File: config.mk
export PLATFORM = sky130hd
export DESIGN_NAME = alu_issue_stage
export DESIGN_NICKNAME = d
export VERILOG_FILES = /design/src/rtl/alu_defs.sv /design/src/rtl/alu_regfile.sv /design/src/rtl/alu_issue_stage.sv
export SDC_FILE = /design/constraint.sdc
export NUM_CORES = 1
export LEC_CHECK = 0
export ABC_AREA = 1
export CORE_ASPECT_RATIO = 0.6
export CORE_UTILIZATION = 60
export DETAILED_ROUTE_END_ITERATION = 10
export HOLD_SLACK_MARGIN = 0.03
export PLACE_DENSITY = 0.93
export SYNTH_ARGS = -nofsm -noshare
export SYNTH_HDL_FRONTEND = slang
export SYNTH_HIERARCHICAL = 1
export SYNTH_SLANG_ARGS = --single-unit
File: constraint.sdc
create_clock -name clk -period 4.1 [get_ports clk]
set_input_delay 0.82 -clock clk [delete_from_list [all_inputs] [get_ports clk]]
set_output_delay 0.82 -clock clk [all_outputs]
set_load 0.02 [all_outputs]
File: src/rtl/alu_defs.sv
// Shared definitions for the ALU issue stage: widths, ALU mode encodings and instruction layout.
package alu_defs;

   localparam int DATA_W = 16;
   localparam int NREGS  = 8;
   localparam int REG_AW = $clog2(NREGS);
   localparam int IMM_W  = 6;

   typedef enum logic [2:0] {
      ADD    = 3'd0,
      SUBST  = 3'd1,
      SHIFTR = 3'd2,
      SHIFTL = 3'd3,
      AND    = 3'd4,
      OR     = 3'd5,
      NOT    = 3'd6,
      XOR    = 3'd7
   } alu_mode_e;

   // low6 doubles as {rs2, 3'bx} for register forms and as imm6 for immediate forms
   typedef struct packed {
      logic [2:0]        mode;
      logic [REG_AW-1:0] rd;
      logic [REG_AW-1:0] rs1;
      logic              use_imm;
      logic [IMM_W-1:0]  low6;
   } instr_t;

endpackage

File: src/rtl/alu_regfile.sv
// Register file: NREGS x DATA_W, two asynchronous read ports, one synchronous write port, r0 reads zero.
module alu_regfile
   import alu_defs::*;
(
   input  logic              clk,
   input  logic              rst_n,
   input  logic              we,
   input  logic [REG_AW-1:0] waddr,
   input  logic [DATA_W-1:0] wdata,
   input  logic [REG_AW-1:0] raddr_a,
   output logic [DATA_W-1:0] rdata_a,
   input  logic [REG_AW-1:0] raddr_b,
   output logic [DATA_W-1:0] rdata_b
);

   logic [DATA_W-1:0] regs_q [NREGS];

   always_ff @(posedge clk or negedge rst_n) begin
      if (!rst_n) begin
         for (int i = 0; i < NREGS; i++) regs_q[i] <= '0;
      end else if (we && (waddr != '0)) begin
         regs_q[waddr] <= wdata;
      end
   end

   assign rdata_a = (raddr_a == '0) ? '0 : regs_q[raddr_a];
   assign rdata_b = (raddr_b == '0) ? '0 : regs_q[raddr_b];

endmodule

File: src/rtl/alu_issue_stage.sv
// Operand-fetch/issue stage in front of the 16-bit ALU: decode, forwarding, EX register,
// writeback of the ALU result and Z/N flags.
module alu_issue_stage
   import alu_defs::*;
(
   input  logic              clk,
   input  logic              rst_n,
   input  logic              instr_valid,
   output logic              instr_ready,
   input  logic [15:0]       instr,
   output logic [DATA_W-1:0] alu_in1,
   output logic [DATA_W-1:0] alu_in2,
   output logic [2:0]        alu_mode,
   input  logic [DATA_W-1:0] alu_result,
   output logic              res_valid,
   input  logic              res_ready,
   output logic [DATA_W-1:0] res_data,
   output logic [REG_AW-1:0] res_rd,
   output logic              flag_z,
   output logic              flag_n
);

   instr_t            ins;
   logic [REG_AW-1:0] rs2;
   logic [DATA_W-1:0] rf_a, rf_b;
   logic [DATA_W-1:0] op_a, op_b;
   logic              accept, retire;

   logic              ex_valid_q, ex_valid_d;
   logic [DATA_W-1:0] in1_q, in1_d, in2_q, in2_d;
   logic [2:0]        mode_q, mode_d;
   logic [REG_AW-1:0] rd_q, rd_d;
   logic              flag_z_q, flag_n_q;

   assign ins = instr_t'(instr);
   assign rs2 = ins.low6[IMM_W-1 -: REG_AW];

   assign instr_ready = !ex_valid_q || res_ready;
   assign accept      = instr_valid && instr_ready;
   assign retire      = ex_valid_q && res_ready;

   alu_regfile u_regfile (
      .clk     (clk),
      .rst_n   (rst_n),
      .we      (retire),
      .waddr   (rd_q),
      .wdata   (alu_result),
      .raddr_a (ins.rs1),
      .rdata_a (rf_a),
      .raddr_b (rs2),
      .rdata_b (rf_b)
   );

   // Bypass the result retiring this cycle so a dependent instruction never sees a stale read
   always_comb begin
      op_a = rf_a;
      op_b = rf_b;
      if (retire && (rd_q != '0) && (rd_q == ins.rs1)) op_a = alu_result;
      if (retire && (rd_q != '0) && (rd_q == rs2))     op_b = alu_result;
      if (ins.use_imm) op_b = {{(DATA_W-IMM_W){1'b0}}, ins.low6};
   end

   always_comb begin
      ex_valid_d = ex_valid_q;
      in1_d      = in1_q;
      in2_d      = in2_q;
      mode_d     = mode_q;
      rd_d       = rd_q;
      if (accept) begin
         ex_valid_d = 1'b1;
         in1_d      = op_a;
         in2_d      = op_b;
         mode_d     = ins.mode;
         rd_d       = ins.rd;
      end else if (retire) begin
         ex_valid_d = 1'b0;
      end
   end

   always_ff @(posedge clk or negedge rst_n) begin
      if (!rst_n) begin
         ex_valid_q <= 1'b0;
         in1_q      <= '0;
         in2_q      <= '0;
         mode_q     <= ADD;
         rd_q       <= '0;
         flag_z_q   <= 1'b0;
         flag_n_q   <= 1'b0;
      end else begin
         ex_valid_q <= ex_valid_d;
         in1_q      <= in1_d;
         in2_q      <= in2_d;
         mode_q     <= mode_d;
         rd_q       <= rd_d;
         if (retire) begin
            flag_z_q <= (alu_result == '0);
            flag_n_q <= alu_result[DATA_W-1];
         end
      end
   end

   assign alu_in1   = in1_q;
   assign alu_in2   = in2_q;
   assign alu_mode  = mode_q;
   assign res_valid = ex_valid_q;
   assign res_data  = ex_valid_q ? alu_result : '0;
   assign res_rd    = rd_q;
   assign flag_z    = flag_z_q;
   assign flag_n    = flag_n_q;

endmodule
== Yosys cells after proc, flatten, opt, wreduce, memory -nomap -nowiden ==
Cells that the tools add are included.
Word-level totals
  bits in latches: 0
  flip-flop bits (word level): 169
  logic and storage cells: 54
  memory bits (writable): 0
  output and inout bits: 58
  memories: 0
  input bits: 36
  memory bits (read-only): 0
Cells by class
  mux-type cells: 17
  add/sub/neg operators: 0
  shifts and indexed selects: 0
  bitwise gates (word level): 3
  reduce and logical (&&, ||, !) cells: 13
  divide/modulo/power cells: 0
  $lt $le $gt $ge: 4
  equal/unequal tests: 2
  multiply operators: 0
Operator list (count)
  16-bit 2-to-1 mux: 11
  128-bit bitwise mux: 1
  16-bit binary-select mux with 3-bit select: 2
  16-bit demux with 3-bit select: 1
  16-bit zero test: 1
  4-bit greater-or-equal comparator, second input constant: 3
  3-bit inverter with 4-bit output: 3
  3-bit == test: 2
  1-bit logical AND: 6
  3-bit zero test: 2
  4-bit by 1-bit less-than comparator with 1-bit output, second input constant: 1
  3-bit nonzero test: 1
  1-bit 2-to-1 mux: 2
  2-bit nonzero test: 1
  1-bit zero test: 1
  1-bit logical OR: 1

== Longest topological paths before layout ==
  word-level depth: 7
  depth in mapped cells: 12
  depth with buffers taken out: 10

== Modules after synthesis ==
The synthesis kept the hierarchy.
Modules (own cells, without submodules)
  alu_regfile: cells each 1102, seq. area each 3203.1 µm², instances 1, area each 7526.0 µm²
  alu_issue_stage: cells each 393, seq. area each 1026.0 µm², instances 1, area each 2568.7 µm²

== Worst setup path before layout ==
Ideal clock, no wire load.
  path type: flip-flop to output port
  start: reg ex_valid_q (netlist: res_valid)
  end: out res_data[10]
  path buffers: 2
  setup slack: 2.149 ns
  cell stages (with the launch flop): 5
  data arrival time: 1.131 ns
  data required time: 3.280 ns
  cell sequence: dfrtp_1 buf_4 clkbuf_1 nand2_1 inv_1
Between the ends
  cells in the longest elaborated chain, start to end: 1
Ends and longest elaborated chain
  from (decl): RTL line alu_issue_stage.sv:29  | logic ex_valid_q, ex_valid_d;
  from (signal assigned): RTL line alu_issue_stage.sv:90  | ex_valid_q <= ex_valid_d;
  16-bit 2-to-1 mux: RTL line alu_issue_stage.sv:106  | assign res_data = ex_valid_q ? alu_result : '0;
  to (decl): RTL line alu_issue_stage.sv:17  | output logic [DATA_W-1:0] res_data,
No other way between the ends.

== Final worst setup path ==
  start: reg ex_valid_q (netlist: res_valid)
  end: out res_data[11]
Same word-level chain as after synthesis.

==> impl_metrics.tcl <==
set metrics [dict create \
    max-cap-violations 0 \
    worstPathMaxFanout 19 \
    ys_types 26 \
    drive_above_1_share 0.0512 \
    drtAntennaViolNets 0 \
    dr_wl_met3_um 5230 \
    die-area_um2 17400 \
    synth-seq-cells 169 \
    setup_violations 0 \
    fmax_mhz 305 \
    max_slew_margin 0.406 \
    drt_first_pass_iters 11 \
    hold_path_class "in2async" \
    synth_area_um2 10100 \
    finalCritPeriodShare 0.800 \
    gr-total-overflow 0 \
    route.met2.wl_um 13600 \
    final_nets 1565 \
    htreeDepth 4 \
    cts_root_buffer "clkbuf_16" \
    die_w_um 169 \
    gp_congestion 1.06 \
    antenna_found_initial 1 \
    synth_top_area_share 0.419 \
    hold_buffers 0 \
    synth_area_leaders "dfrtp_1, nand2_1, inv_1" \
    grt_use_total 0.389 \
    drc 1 \
    syn2layout_area_growth_pct 13.9 \
    synth_area_per_cell_um2 6.75 \
    worstMarginPinSlew_ns 0.889 \
    core_um2 16400 \
    worstSetupStartpointType "flip-flop" \
    initial_utilization 0.617 \
    clkTransAtPathRegs_ns 0.07 \
    critPathCaptureType "output port" \
    grt_pass1_wl_um 50800 \
    required_ns 3.28 \
    ctsResizeCount 0 \
    syn_inst 1495 \
    p_per_area_nw_per_um2 547 \
    status "finished, violations left" \
    rows 36 \
    clock_skew_ns 0.0118 \
    synthFlopType "dfrtp_1" \
    violations "DRC" \
    wl_met1_um 12800 \
    dp_slack_ns 0.962 \
    crit_type "reg2out" \
    setup_slack_ns 0.819 \
    synth_async_sr_flop_share 1.00 \
    grt_pass1_vias 9651 \
    routed_wl_um 33000 \
    vias 10393 \
    portBuffers 93 \
    p_leak_nw 6.26 \
    ir_worst_vdd_mv 0.319 \
    post-cts-setup-buffers 0 \
    viasPerCell 5.87 \
    yosysWarnings 6 \
    grt_setup_unrepaired "no" \
    boundaryPins 94 \
    dp_hpwl_um 21500 \
    dr.max_layer_used "met5" \
    tritoncts "yes" \
    cp.arrival_ns 2.46 \
    slew_viol_final 0 \
    clk_latency_ns 0.43 \
    drt_iter0_drc 1853 \
    seq_area_frac_synth 0.419 \
    clockBufferDepth 2 \
    finalCriticalPeriod_ns 3.28 \
    synth_edf_count 0 \
    grt_max_degree 85 \
    die_y_um 102 \
    numClockSinks 169 \
    yosysTopAreaCell "dfrtp_1" \
    fin_setup_tns_ns 0 \
    syn-num-nets 1531 \
    wl_per_cell_um 18.6 \
    finalHoldViolCount 0 \
    cts_buffers 17 \
]
worst max-delay path, stage by stage, from the launching register on:
cell	delay, ns
dfrtp_1	0.89
nand2_1	0.38
inv_1	0.14
clkdlybuf4s50_1	0.62
registers in the layout (all words and copies together), names as in the netlist:
register / flops
flag_n: 1
flag_z: 1
res_rd: 3
alu_mode: 3
alu_in1: 16
res_valid: 1
u_regfile/regs_q: 128
alu_in2: 16
cell usage in the layout, fill, tap and decap left out:
cell and count:
nand2_1 587, inv_1 228, dfrtp_1 169, nand3_1 165
clkdlybuf4s50_1 90, o21ai_0 75, nor2_1 49, o211ai_1 48
o21ai_1 43, buf_4 24, clkbuf_16 17, inv_2 6
clkinv_4 4, o21ai_2 4, nand2_4 3, nor2_2 3
nand4_1 3, inv_6 3, diode_2 2, xor2_1 2
nand3_4 2, nor4_1 2, bufinv_16 2, clkinvlp_4 2
clkbuf_8 2, a21oi_4 1, clkinv_2 1, clkbuf_1 1
buf_2 1, buf_6 1, buf_12 1, a21oi_1 1
nand3_2 1, nor3_4 1
power breakdown:
| part | switching, W | leakage, nW | internal [W] | total [W] |
|---|---|---|---|---|
| Clock | 0.000710 | 0.288 | 0.000939 | 0.00165 |
| Combinational | 0.00131 | 3.83 | 0.000745 | 0.00206 |
| Sequential | 0.000368 | 2.15 | 0.00222 | 0.00259 |
| Total | 0.00239 | 6.26 | 0.00390 | 0.00629 |
area by class of cell:
class | instances | area [um^2]
fillers | 1282 | 4850
multi-input cells | 990 | 4380
flip-flops and latches | 169 | 4230
repair buffers | 117 | 1120
inverters | 234 | 878
clock buffers | 20 | 457
well taps | 228 | 285
clock inverters | 12 | 141
diodes | 2 | 5.00
per-layer routing:
| metal | GRT usage | vias to the layer above |
|---|---|---|
| li1 | - | 4666 |
| met1 | 0.516 | 4796 |
| met2 | 0.566 | 793 |
| met3 | 0.148 | 136 |
| met4 | 0.175 | 2 |
| met5 | 0.0299 | - |
worst paths after layout:
kind / end / cells past startpoint / start / slack [ns]
max: res_data[11] / 3 / res_valid / 0.82
min: u_regfile/regs_q[76] / 1 / rst_n / 0.35
max reg2reg: u_regfile/regs_q[29] / 7 / res_valid / 1.33
min reg2reg: u_regfile/regs_q[114] / 0 / u_regfile/regs_q[114] / 0.38
max in group asynchronous: u_regfile/regs_q[21] / 2 / rst_n / 2.87
min in group clk: u_regfile/regs_q[114] / 0 / u_regfile/regs_q[114] / 0.38
cell families (layout without fill, tap and decap cells):
logic type             after synthesis  after routing  synth area share
AO/OA/AOI/OAI                      172            172            0.0998
XOR/XNOR                             2              2           0.00174
buffers and inverters              336            383             0.147
flip-flops                         169            169             0.419
AND/OR/NAND/NOR                    816            816             0.333
other                                0              2                 0
synth_stat cells (4+ instances only):
cell type and number:
o21ai_2 4, o211ai_1 48, nand3_1 165, clkbuf_1 28
inv_1 228, nand2_1 587, dfrtp_1 169, buf_4 17
o21ai_0 75, o21ai_1 43, inv_2 6, nor2_1 49
buf_6 14, buf_2 41
per-stage QoR:
stage	cells	utilization	hold slack (ns)	area [um^2]	total power, W
global route	1771	0.703	0.373	11500	0.00665
floorplan	1495	-	0.429	10100	0.00388
finish	1772	0.703	0.345	11500	0.00629
detailed placement	1738	0.666	0.366	10900	0.00455
global placement	1738	0.666	0.365	10900	0.00444
CTS	1770	0.703	0.345	11500	0.00622
Note: power is estimated with default switching activity, not from simulation.
